File: config.mk
export PLATFORM = sky130hd
export DESIGN_NAME = branch_resolve_unit_flat
export DESIGN_NICKNAME = d
export VERILOG_FILES = /design/src/rtl/branch_resolve_unit_pkg.sv /design/src/rtl/branch_resolve_if.sv /design/src/rtl/branch_resolve_unit_cond_eval.sv /design/src/rtl/branch_resolve_unit.sv /design/src/flat_wrapper.sv
export SDC_FILE = /design/constraint.sdc
export NUM_CORES = 1
export LEC_CHECK = 0
export ABC_AREA = 1
export BUFFER_PORTS_ARGS = -buffer_cell sky130_fd_sc_hd__buf_2
export CAP_MARGIN = 5
export CORE_MARGIN = 2
export CORE_UTILIZATION = 38
export DETAILED_ROUTE_END_ITERATION = 10
export PLACE_DENSITY_LB_ADDON = 0.1
export SKIP_LAST_GASP = 1
export SYNTH_ARGS = -nofsm -noshare
export SYNTH_HDL_FRONTEND = slang
export SYNTH_SLANG_ARGS = --single-unit
File: constraint.sdc
create_clock -name clk -period 5.3 [get_ports clk]
set_clock_uncertainty 0.05 [all_clocks]
set_input_delay 0.53 -clock clk [delete_from_list [all_inputs] [get_ports clk]]
set_output_delay 0.53 -clock clk [all_outputs]
set_load 0.02 [all_outputs]
File: src/rtl/branch_resolve_unit_pkg.sv
// Shared types for the branch resolve unit: condition codes, ROB age helper,
// the per-lane evaluate-stage record and the redirect FSM state encoding.
package branch_resolve_unit_pkg;

   localparam int BRU_XLEN  = 32;
   localparam int BRU_LANES = 2;
   localparam int BRU_TAG_W = 6;

   // op[2:0] condition field; op[3] selects unsigned compare for lt/gt/le/ge
   localparam logic [2:0] BR_NONE = 3'b000;
   localparam logic [2:0] BR_EQ   = 3'b001;
   localparam logic [2:0] BR_NE   = 3'b010;
   localparam logic [2:0] BR_LT   = 3'b011;
   localparam logic [2:0] BR_GT   = 3'b100;
   localparam logic [2:0] BR_LE   = 3'b101;
   localparam logic [2:0] BR_GE   = 3'b110;
   localparam logic [2:0] BR_JMP  = 3'b111;

   typedef enum logic [0:0] {
      RS_IDLE = 1'b0,
      RS_HOLD = 1'b1
   } redir_state_e;

   typedef struct packed {
      logic                valid;
      logic                taken;
      logic                mispred;
      logic [BRU_XLEN-1:0] pc;
      logic [BRU_TAG_W-1:0] tag;
   } s1_rec_t;

   // Distance from the ROB head; the truncating subtraction is the modulo.
   function automatic logic [BRU_TAG_W-1:0] bru_age(input logic [BRU_TAG_W-1:0] tag,
                                                    input logic [BRU_TAG_W-1:0] head);
      return tag - head;
   endfunction

endpackage

File: src/rtl/branch_resolve_if.sv
// Issue, resolve and redirect signals of the branch resolve unit.
// master = core/front-end side that issues and consumes; slave = the unit.
interface branch_resolve_if import branch_resolve_unit_pkg::*; #(
   parameter int LANES = BRU_LANES
) ();

   // Handshakes: lane i transfers on a rising edge where in_valid[i] && in_ready;
   // the redirect transfers on a rising edge where redir_valid && redir_ready.
   // A valid, once raised, keeps its payload stable until it transfers.
   logic [LANES-1:0]                in_valid;
   logic                            in_ready;
   logic [LANES-1:0][3:0]           in_op;
   logic [LANES-1:0][BRU_XLEN-1:0]  in_op1;
   logic [LANES-1:0][BRU_XLEN-1:0]  in_op2;
   logic [LANES-1:0]                in_pred_taken;
   logic [LANES-1:0][BRU_XLEN-1:0]  in_target;
   logic [LANES-1:0][BRU_XLEN-1:0]  in_fallthru;
   logic [LANES-1:0][BRU_TAG_W-1:0] in_tag;
   logic [BRU_TAG_W-1:0]            rob_head;
   logic                            flush;

   logic [LANES-1:0]                res_valid;
   logic [LANES-1:0]                res_taken;
   logic [LANES-1:0]                res_mispred;
   logic [LANES-1:0][BRU_TAG_W-1:0] res_tag;

   logic                            redir_valid;
   logic                            redir_ready;
   logic [BRU_XLEN-1:0]             redir_pc;
   logic [BRU_TAG_W-1:0]            redir_tag;

   modport master (
      output in_valid, in_op, in_op1, in_op2, in_pred_taken, in_target, in_fallthru,
             in_tag, rob_head, flush, redir_ready,
      input  in_ready, res_valid, res_taken, res_mispred, res_tag,
             redir_valid, redir_pc, redir_tag
   );

   modport slave (
      input  in_valid, in_op, in_op1, in_op2, in_pred_taken, in_target, in_fallthru,
             in_tag, rob_head, flush, redir_ready,
      output in_ready, res_valid, res_taken, res_mispred, res_tag,
             redir_valid, redir_pc, redir_tag
   );

endinterface

File: src/rtl/branch_resolve_unit_cond_eval.sv
// Combinational branch condition evaluator: maps op and two operands to taken.
module branch_cond_eval import branch_resolve_unit_pkg::*; #(
   parameter int XLEN = BRU_XLEN
) (
   input  logic [3:0]      op,
   input  logic [XLEN-1:0] op1,
   input  logic [XLEN-1:0] op2,
   output logic            taken
);

   logic is_eq;
   logic is_lt;

   assign is_eq = (op1 == op2);
   // One less-than serves all ordered conditions; op[3] picks the signedness.
   assign is_lt = op[3] ? (op1 < op2) : ($signed(op1) < $signed(op2));

   always_comb begin
      taken = 1'b0;
      case (op[2:0])
         BR_EQ:   taken = is_eq;
         BR_NE:   taken = !is_eq;
         BR_LT:   taken = is_lt;
         BR_GT:   taken = !is_lt && !is_eq;
         BR_LE:   taken = is_lt || is_eq;
         BR_GE:   taken = !is_lt;
         BR_JMP:  taken = 1'b1;
         default: taken = 1'b0;
      endcase
   end

endmodule

File: src/rtl/branch_resolve_unit.sv
// Multi-lane branch resolve unit: evaluate stage registers, oldest-mispredict
// selector, and a held front-end redirect FSM.
module branch_resolve_unit import branch_resolve_unit_pkg::*; #(
   parameter int LANES = BRU_LANES
) (
   input  logic           clk,
   input  logic           rst_n,
   branch_resolve_if.slave bus,
   output redir_state_e   dbg_state
);

   localparam int XLEN  = BRU_XLEN;
   localparam int TAG_W = BRU_TAG_W;

   logic [LANES-1:0] eval_taken;
   s1_rec_t          s1_q [LANES];
   s1_rec_t          s1_d [LANES];

   logic             sel_valid;
   logic [TAG_W-1:0] sel_age;
   logic [XLEN-1:0]  sel_pc;
   logic [TAG_W-1:0] sel_tag;

   redir_state_e     state_q, state_d;
   logic [XLEN-1:0]  redir_pc_q, redir_pc_d;
   logic [TAG_W-1:0] redir_tag_q, redir_tag_d;
   logic             held_is_younger;

   for (genvar i = 0; i < LANES; i++) begin : g_lane
      branch_cond_eval #(.XLEN(XLEN)) u_eval (
         .op    (bus.in_op[i]),
         .op1   (bus.in_op1[i]),
         .op2   (bus.in_op2[i]),
         .taken (eval_taken[i])
      );
   end

   assign bus.in_ready = (state_q != RS_HOLD);

   // Oldest mispredict among the lanes being resolved; strict compare keeps
   // the lowest lane on equal age.
   always_comb begin
      sel_valid = 1'b0;
      sel_age   = '1;
      sel_pc    = '0;
      sel_tag   = '0;
      for (int i = 0; i < LANES; i++) begin
         if (s1_q[i].valid && s1_q[i].mispred &&
             (!sel_valid || (bru_age(s1_q[i].tag, bus.rob_head) < sel_age))) begin
            sel_valid = 1'b1;
            sel_age   = bru_age(s1_q[i].tag, bus.rob_head);
            sel_pc    = s1_q[i].pc;
            sel_tag   = s1_q[i].tag;
         end
      end
   end

   always_comb begin
      bus.res_valid   = '0;
      bus.res_taken   = '0;
      bus.res_mispred = '0;
      bus.res_tag     = '0;
      for (int i = 0; i < LANES; i++) begin
         bus.res_valid[i]   = s1_q[i].valid;
         bus.res_taken[i]   = s1_q[i].valid && s1_q[i].taken;
         bus.res_mispred[i] = s1_q[i].valid && s1_q[i].mispred;
         bus.res_tag[i]     = s1_q[i].valid ? s1_q[i].tag : '0;
      end
   end

   // Every entry is reported exactly once, so valid drops after its cycle on
   // the resolve bus; the payload is only replaced by a new accepted issue.
   always_comb begin
      for (int i = 0; i < LANES; i++) begin
         s1_d[i]       = s1_q[i];
         s1_d[i].valid = 1'b0;
         if (bus.in_ready && bus.in_valid[i]) begin
            s1_d[i].valid   = 1'b1;
            s1_d[i].taken   = eval_taken[i];
            s1_d[i].mispred = (bus.in_op[i][2:0] != BR_NONE) &&
                              (eval_taken[i] != bus.in_pred_taken[i]);
            s1_d[i].pc      = eval_taken[i] ? bus.in_target[i] : bus.in_fallthru[i];
            s1_d[i].tag     = bus.in_tag[i];
            // Branches younger than the one being redirected are wrong-path.
            if (sel_valid && (bru_age(bus.in_tag[i], bus.rob_head) > sel_age)) begin
               s1_d[i].valid = 1'b0;
            end
         end
      end
   end

   always_ff @(posedge clk) begin
      if (!rst_n || bus.flush) begin
         for (int i = 0; i < LANES; i++) begin
            s1_q[i] <= '0;
         end
      end else begin
         for (int i = 0; i < LANES; i++) begin
            s1_q[i] <= s1_d[i];
         end
      end
   end

   assign held_is_younger = sel_age < bru_age(redir_tag_q, bus.rob_head);

   always_comb begin
      state_d     = state_q;
      redir_pc_d  = redir_pc_q;
      redir_tag_d = redir_tag_q;
      case (state_q)
         RS_IDLE: begin
            if (sel_valid) begin
               state_d     = RS_HOLD;
               redir_pc_d  = sel_pc;
               redir_tag_d = sel_tag;
            end
         end
         RS_HOLD: begin
            // An older mispredict supersedes the held one even if the front
            // end accepts this cycle, since the held target is then stale.
            if (sel_valid && held_is_younger) begin
               redir_pc_d  = sel_pc;
               redir_tag_d = sel_tag;
            end else if (bus.redir_ready) begin
               state_d = RS_IDLE;
            end
         end
         default: state_d = RS_IDLE;
      endcase
   end

   always_ff @(posedge clk) begin
      if (!rst_n || bus.flush) begin
         state_q     <= RS_IDLE;
         redir_pc_q  <= '0;
         redir_tag_q <= '0;
      end else begin
         state_q     <= state_d;
         redir_pc_q  <= redir_pc_d;
         redir_tag_q <= redir_tag_d;
      end
   end

   assign bus.redir_valid = (state_q == RS_HOLD);
   assign bus.redir_pc    = redir_pc_q;
   assign bus.redir_tag   = redir_tag_q;
   assign dbg_state       = state_q;

endmodule

File: src/flat_wrapper.sv
// flat-port wrapper written by rule: the top's interface ports become plain ports
module branch_resolve_unit_flat import branch_resolve_unit_pkg::*;
#(
   parameter int LANES = BRU_LANES
)
  (clk, rst_n, dbg_state, bus_in_valid, bus_in_op, bus_in_op1, bus_in_op2, bus_in_pred_taken, bus_in_target, bus_in_fallthru, bus_in_tag, bus_rob_head, bus_flush, bus_redir_ready, bus_in_ready, bus_res_valid, bus_res_taken, bus_res_mispred, bus_res_tag, bus_redir_valid, bus_redir_pc, bus_redir_tag);
  branch_resolve_if #(.LANES(LANES)) bus_i ();
  input  logic clk;
  input  logic rst_n;
  output redir_state_e dbg_state;
  input wire logic [$bits(bus_i.in_valid)-1:0] bus_in_valid;
  input wire logic [$bits(bus_i.in_op)-1:0] bus_in_op;
  input wire logic [$bits(bus_i.in_op1)-1:0] bus_in_op1;
  input wire logic [$bits(bus_i.in_op2)-1:0] bus_in_op2;
  input wire logic [$bits(bus_i.in_pred_taken)-1:0] bus_in_pred_taken;
  input wire logic [$bits(bus_i.in_target)-1:0] bus_in_target;
  input wire logic [$bits(bus_i.in_fallthru)-1:0] bus_in_fallthru;
  input wire logic [$bits(bus_i.in_tag)-1:0] bus_in_tag;
  input wire logic [$bits(bus_i.rob_head)-1:0] bus_rob_head;
  input wire logic [$bits(bus_i.flush)-1:0] bus_flush;
  input wire logic [$bits(bus_i.redir_ready)-1:0] bus_redir_ready;
  output wire logic [$bits(bus_i.in_ready)-1:0] bus_in_ready;
  output wire logic [$bits(bus_i.res_valid)-1:0] bus_res_valid;
  output wire logic [$bits(bus_i.res_taken)-1:0] bus_res_taken;
  output wire logic [$bits(bus_i.res_mispred)-1:0] bus_res_mispred;
  output wire logic [$bits(bus_i.res_tag)-1:0] bus_res_tag;
  output wire logic [$bits(bus_i.redir_valid)-1:0] bus_redir_valid;
  output wire logic [$bits(bus_i.redir_pc)-1:0] bus_redir_pc;
  output wire logic [$bits(bus_i.redir_tag)-1:0] bus_redir_tag;
  assign bus_i.in_valid = bus_in_valid;
  assign bus_i.in_op = bus_in_op;
  assign bus_i.in_op1 = bus_in_op1;
  assign bus_i.in_op2 = bus_in_op2;
  assign bus_i.in_pred_taken = bus_in_pred_taken;
  assign bus_i.in_target = bus_in_target;
  assign bus_i.in_fallthru = bus_in_fallthru;
  assign bus_i.in_tag = bus_in_tag;
  assign bus_i.rob_head = bus_rob_head;
  assign bus_i.flush = bus_flush;
  assign bus_i.redir_ready = bus_redir_ready;
  assign bus_in_ready = bus_i.in_ready;
  assign bus_res_valid = bus_i.res_valid;
  assign bus_res_taken = bus_i.res_taken;
  assign bus_res_mispred = bus_i.res_mispred;
  assign bus_res_tag = bus_i.res_tag;
  assign bus_redir_valid = bus_i.redir_valid;
  assign bus_redir_pc = bus_i.redir_pc;
  assign bus_redir_tag = bus_i.redir_tag;
  branch_resolve_unit #(.LANES(LANES)) u_core (.clk(clk), .rst_n(rst_n), .bus(bus_i), .dbg_state(dbg_state));
endmodule
==> impl_results.md <==
- Fillers: 2789
- Reg2reg start: u_core.s1_q[0][43]
- Post-route ant nets: 0
- Initial Util: 0.3869
- Max Fclk: 224.3 MHz
- Largest net degree at the start of global routing: 78
- Slowest stage delay, CP: 340 ps
- Gpl congestion: 0.8843
- Cts bufs inserted: 17
- Number of DRC markers in iteration 0: 620
- Synth Cell Area: 10050 µm²
- Cells resized by post-CTS repair: 0
- Area growth syn-to-layout: 24.84%
- Top sig layer: met4
- Max FO, Critical Path: 43
- Die area: 27770 µm²
- Mapped Nets: 1968
- Max cap viols: 0
- Top Family by Delay on Critical Path: simple AND/OR/NAND/NOR gates
- Final Setup Violations: 0
- Die H: 166.7 µm
- Worst-Margin Slew: 1195 ps
- Longest Clk Path Bufs: 2
- Root Driver: clkbuf_16
- IO buf count: 348
- Initial antenna violation count: 2
- Power per standard cell area: 217.6 nW/µm²
- Synth warnings: 0
- Critical path launch point type: input port
- Setup WS pre-CTS: 366.1 ps
- Worst IR Drop VDD: 0.0002271 V
- CTS tree: done
- Worst EP required: 5550 ps
- HP Class: in2reg
- Drt pass-1 iters: 5
- Syn avg cell area: 6.408 µm²
- Vias in the first global route: 10379
- Post-Synthesis Cells: 1569
- WP data arrival: 4710 ps
- Final count of pins violating max slew: 0
- Setup_tns: 0 ps
- RSZ-0062 raised after global routing: false
- Die span in x: 166.7 µm
- Final period utilization: 0.8411
- Core Util, Final: 0.4830
- Grt ovf: 0
- Status: completed
- Hold buffer count at CTS: 0
- Setup crit start: bus_rob_head[2]
- Worst slew margin: 0.2017
- DR vias: 10744
- Vias per inst: 4.840
- Hold Startpoint: bus_in_tag[2]
- Core box area: 25980 µm²
- Fraction of layout cells with a size suffix above 1: 0.2384
- Nets: 2270
- Crit Path Category: in2reg
- CTS sink count: 121
- Drt wl/cell: 14.86 µm
- Slowest CP cell: ha_1
- Fin worst setup slack: 842.3 ps
- Met2 wire length: 16.51 mm
- Clock transition at path regs: 60 ps
- Sequential area share after synthesis: 0.2409
- DRC viols: 0
- DRT Wirelength: 33.00 mm
- All-Layer GR Usage: 0.2344
- Dpl hpwl: 25.97 mm
- Fin. Hold Viols: 0
- Worst skew pair latency: 420 ps
- First-pass GRT wire length: 52.22 mm
- Period minus WS final: 4458 ps
- Setup Fix Bufs, Post-CTS: 0
- Worst Setup End Kind: register
- #FFs+latches synth: 121
- Power, Total: 2.732 mW
- CP Buf/Inv Count: 7
- Leakage: 7.111 nW
- M1 WL: 13.99 mm
- Unique masters post-synth: 38
- Std cell rows: 59
- WL met3: 1.577 mm
- Num ports: 349
- H-tree levels: 4
layout by cell type (no fill, tap or decap), types with 2 or more instances in the layout:
master,count
buf_4,15
xor2_1,13
a21oi_2,31
nor4_1,2
clkinvlp_4,3
nand3_1,179
o21a_1,2
nand2_2,6
fa_1,5
a31o_2,2
nor3_1,8
o211ai_1,6
a211oi_1,2
diode_2,2
nand2_1,375
o21ai_0,35
buf_2,348
clkbuf_16,17
nor2_1,97
nand3b_1,71
nand4_1,8
xnor2_1,5
or2_2,2
ha_1,104
nand3_2,3
clkinv_4,2
nor2_4,2
inv_1,265
dfxtp_1,121
a21oi_1,131
nand2_4,4
and2_1,2
inv_6,7
Yosys cell counts, drive strengths merged:
cell / count / share of area
o211ai: 6 / 0.0045
buf: 31 / 0.020
nand2: 385 / 0.15
nor4: 2 / 0.0012
nand3b: 71 / 0.053
xnor2: 5 / 0.0044
a21o: 1 / 0.00075
nand3: 182 / 0.092
or2: 2 / 0.0012
nor2: 100 / 0.038
inv: 266 / 0.099
dfxtp: 121 / 0.24
ha: 104 / 0.13
nor3: 8 / 0.0040
nand4: 8 / 0.0050
fa: 5 / 0.010
clkbuf: 50 / 0.019
and2: 2 / 0.0012
a21oi: 163 / 0.093
o21ai: 35 / 0.017
o21a: 2 / 0.0015
o31ai: 1 / 0.00075
xor2: 13 / 0.011
clkinv: 2 / 0.0012
a211oi: 2 / 0.0015
a31o: 2 / 0.0017
flip-flops by register name, indices dropped and copies added, names as in the netlist:
register,flops
u_core.s1_q,82
u_core.bus.redir_pc,32
u_core.bus.redir_valid,1
u_core.bus.redir_tag,6
power by group:
group          internal (mW)  switching [mW]
combinational          0.270           0.375
sequential             0.941          0.0234
clock                  0.655           0.468
total                   1.87           0.866
tightest hold or removal path: stages:
cell,delay (ps)
buf_2,90
o21ai_0,80
nor2_1,80
worst paths after layout:
check | slack, ps | to | cells past startpoint
setup / recovery | 840 | u_core.bus.redir_pc[16] | 27
hold / removal | 340 | u_core.s1_q[0][2] | 3
setup reg to reg | 910 | u_core.bus.redir_pc[16] | 25
hold reg to reg | 410 | u_core.s1_q[0][69] | 2
stage by stage:
stage	hold WS [ps]	area, µm²	instances
floorplan	395.4	10050	1569
global placement	401.8	11980	2187
detailed placement	405.1	11980	2187
CTS	328.7	12550	2218
global route	352.3	12550	2220
finish	341.3	12550	2220
cell type report:
type	count	area, µm²	share of cell area
Clock buffer	17	425.4	0.03389
Tap cell	335	419.2	0.03340
Antenna cell	2	5.005	0.0003988
Inverter	268	1011	0.08055
Timing Repair Buffer	364	1874	0.1493
Clock inverter	14	138.9	0.01107
Sequential cell	121	2422	0.1930
Multi-Input combinational cell	1099	6255	0.4984
routing by layer:
| layer | up-vias | track usage |
|---|---|---|
| li1 | 5615 | - |
| met1 | 4769 | 0.2829 |
| met2 | 303 | 0.4215 |
| met3 | 57 | 0.04064 |
| met4 | 0 | 0.07571 |
| met5 | - | 0 |
logic make-up after synthesis:
kind of cell | share of synthesized area
DFF | 0.2409
AOI/OAI and AO/OA | 0.1212
xor gates and xnor gates | 0.01568
buffers and inverters | 0.1391
adders and majority gates | 0.1394
and+or+nand+nor | 0.3436
Power figures use the tool's default switching activity.
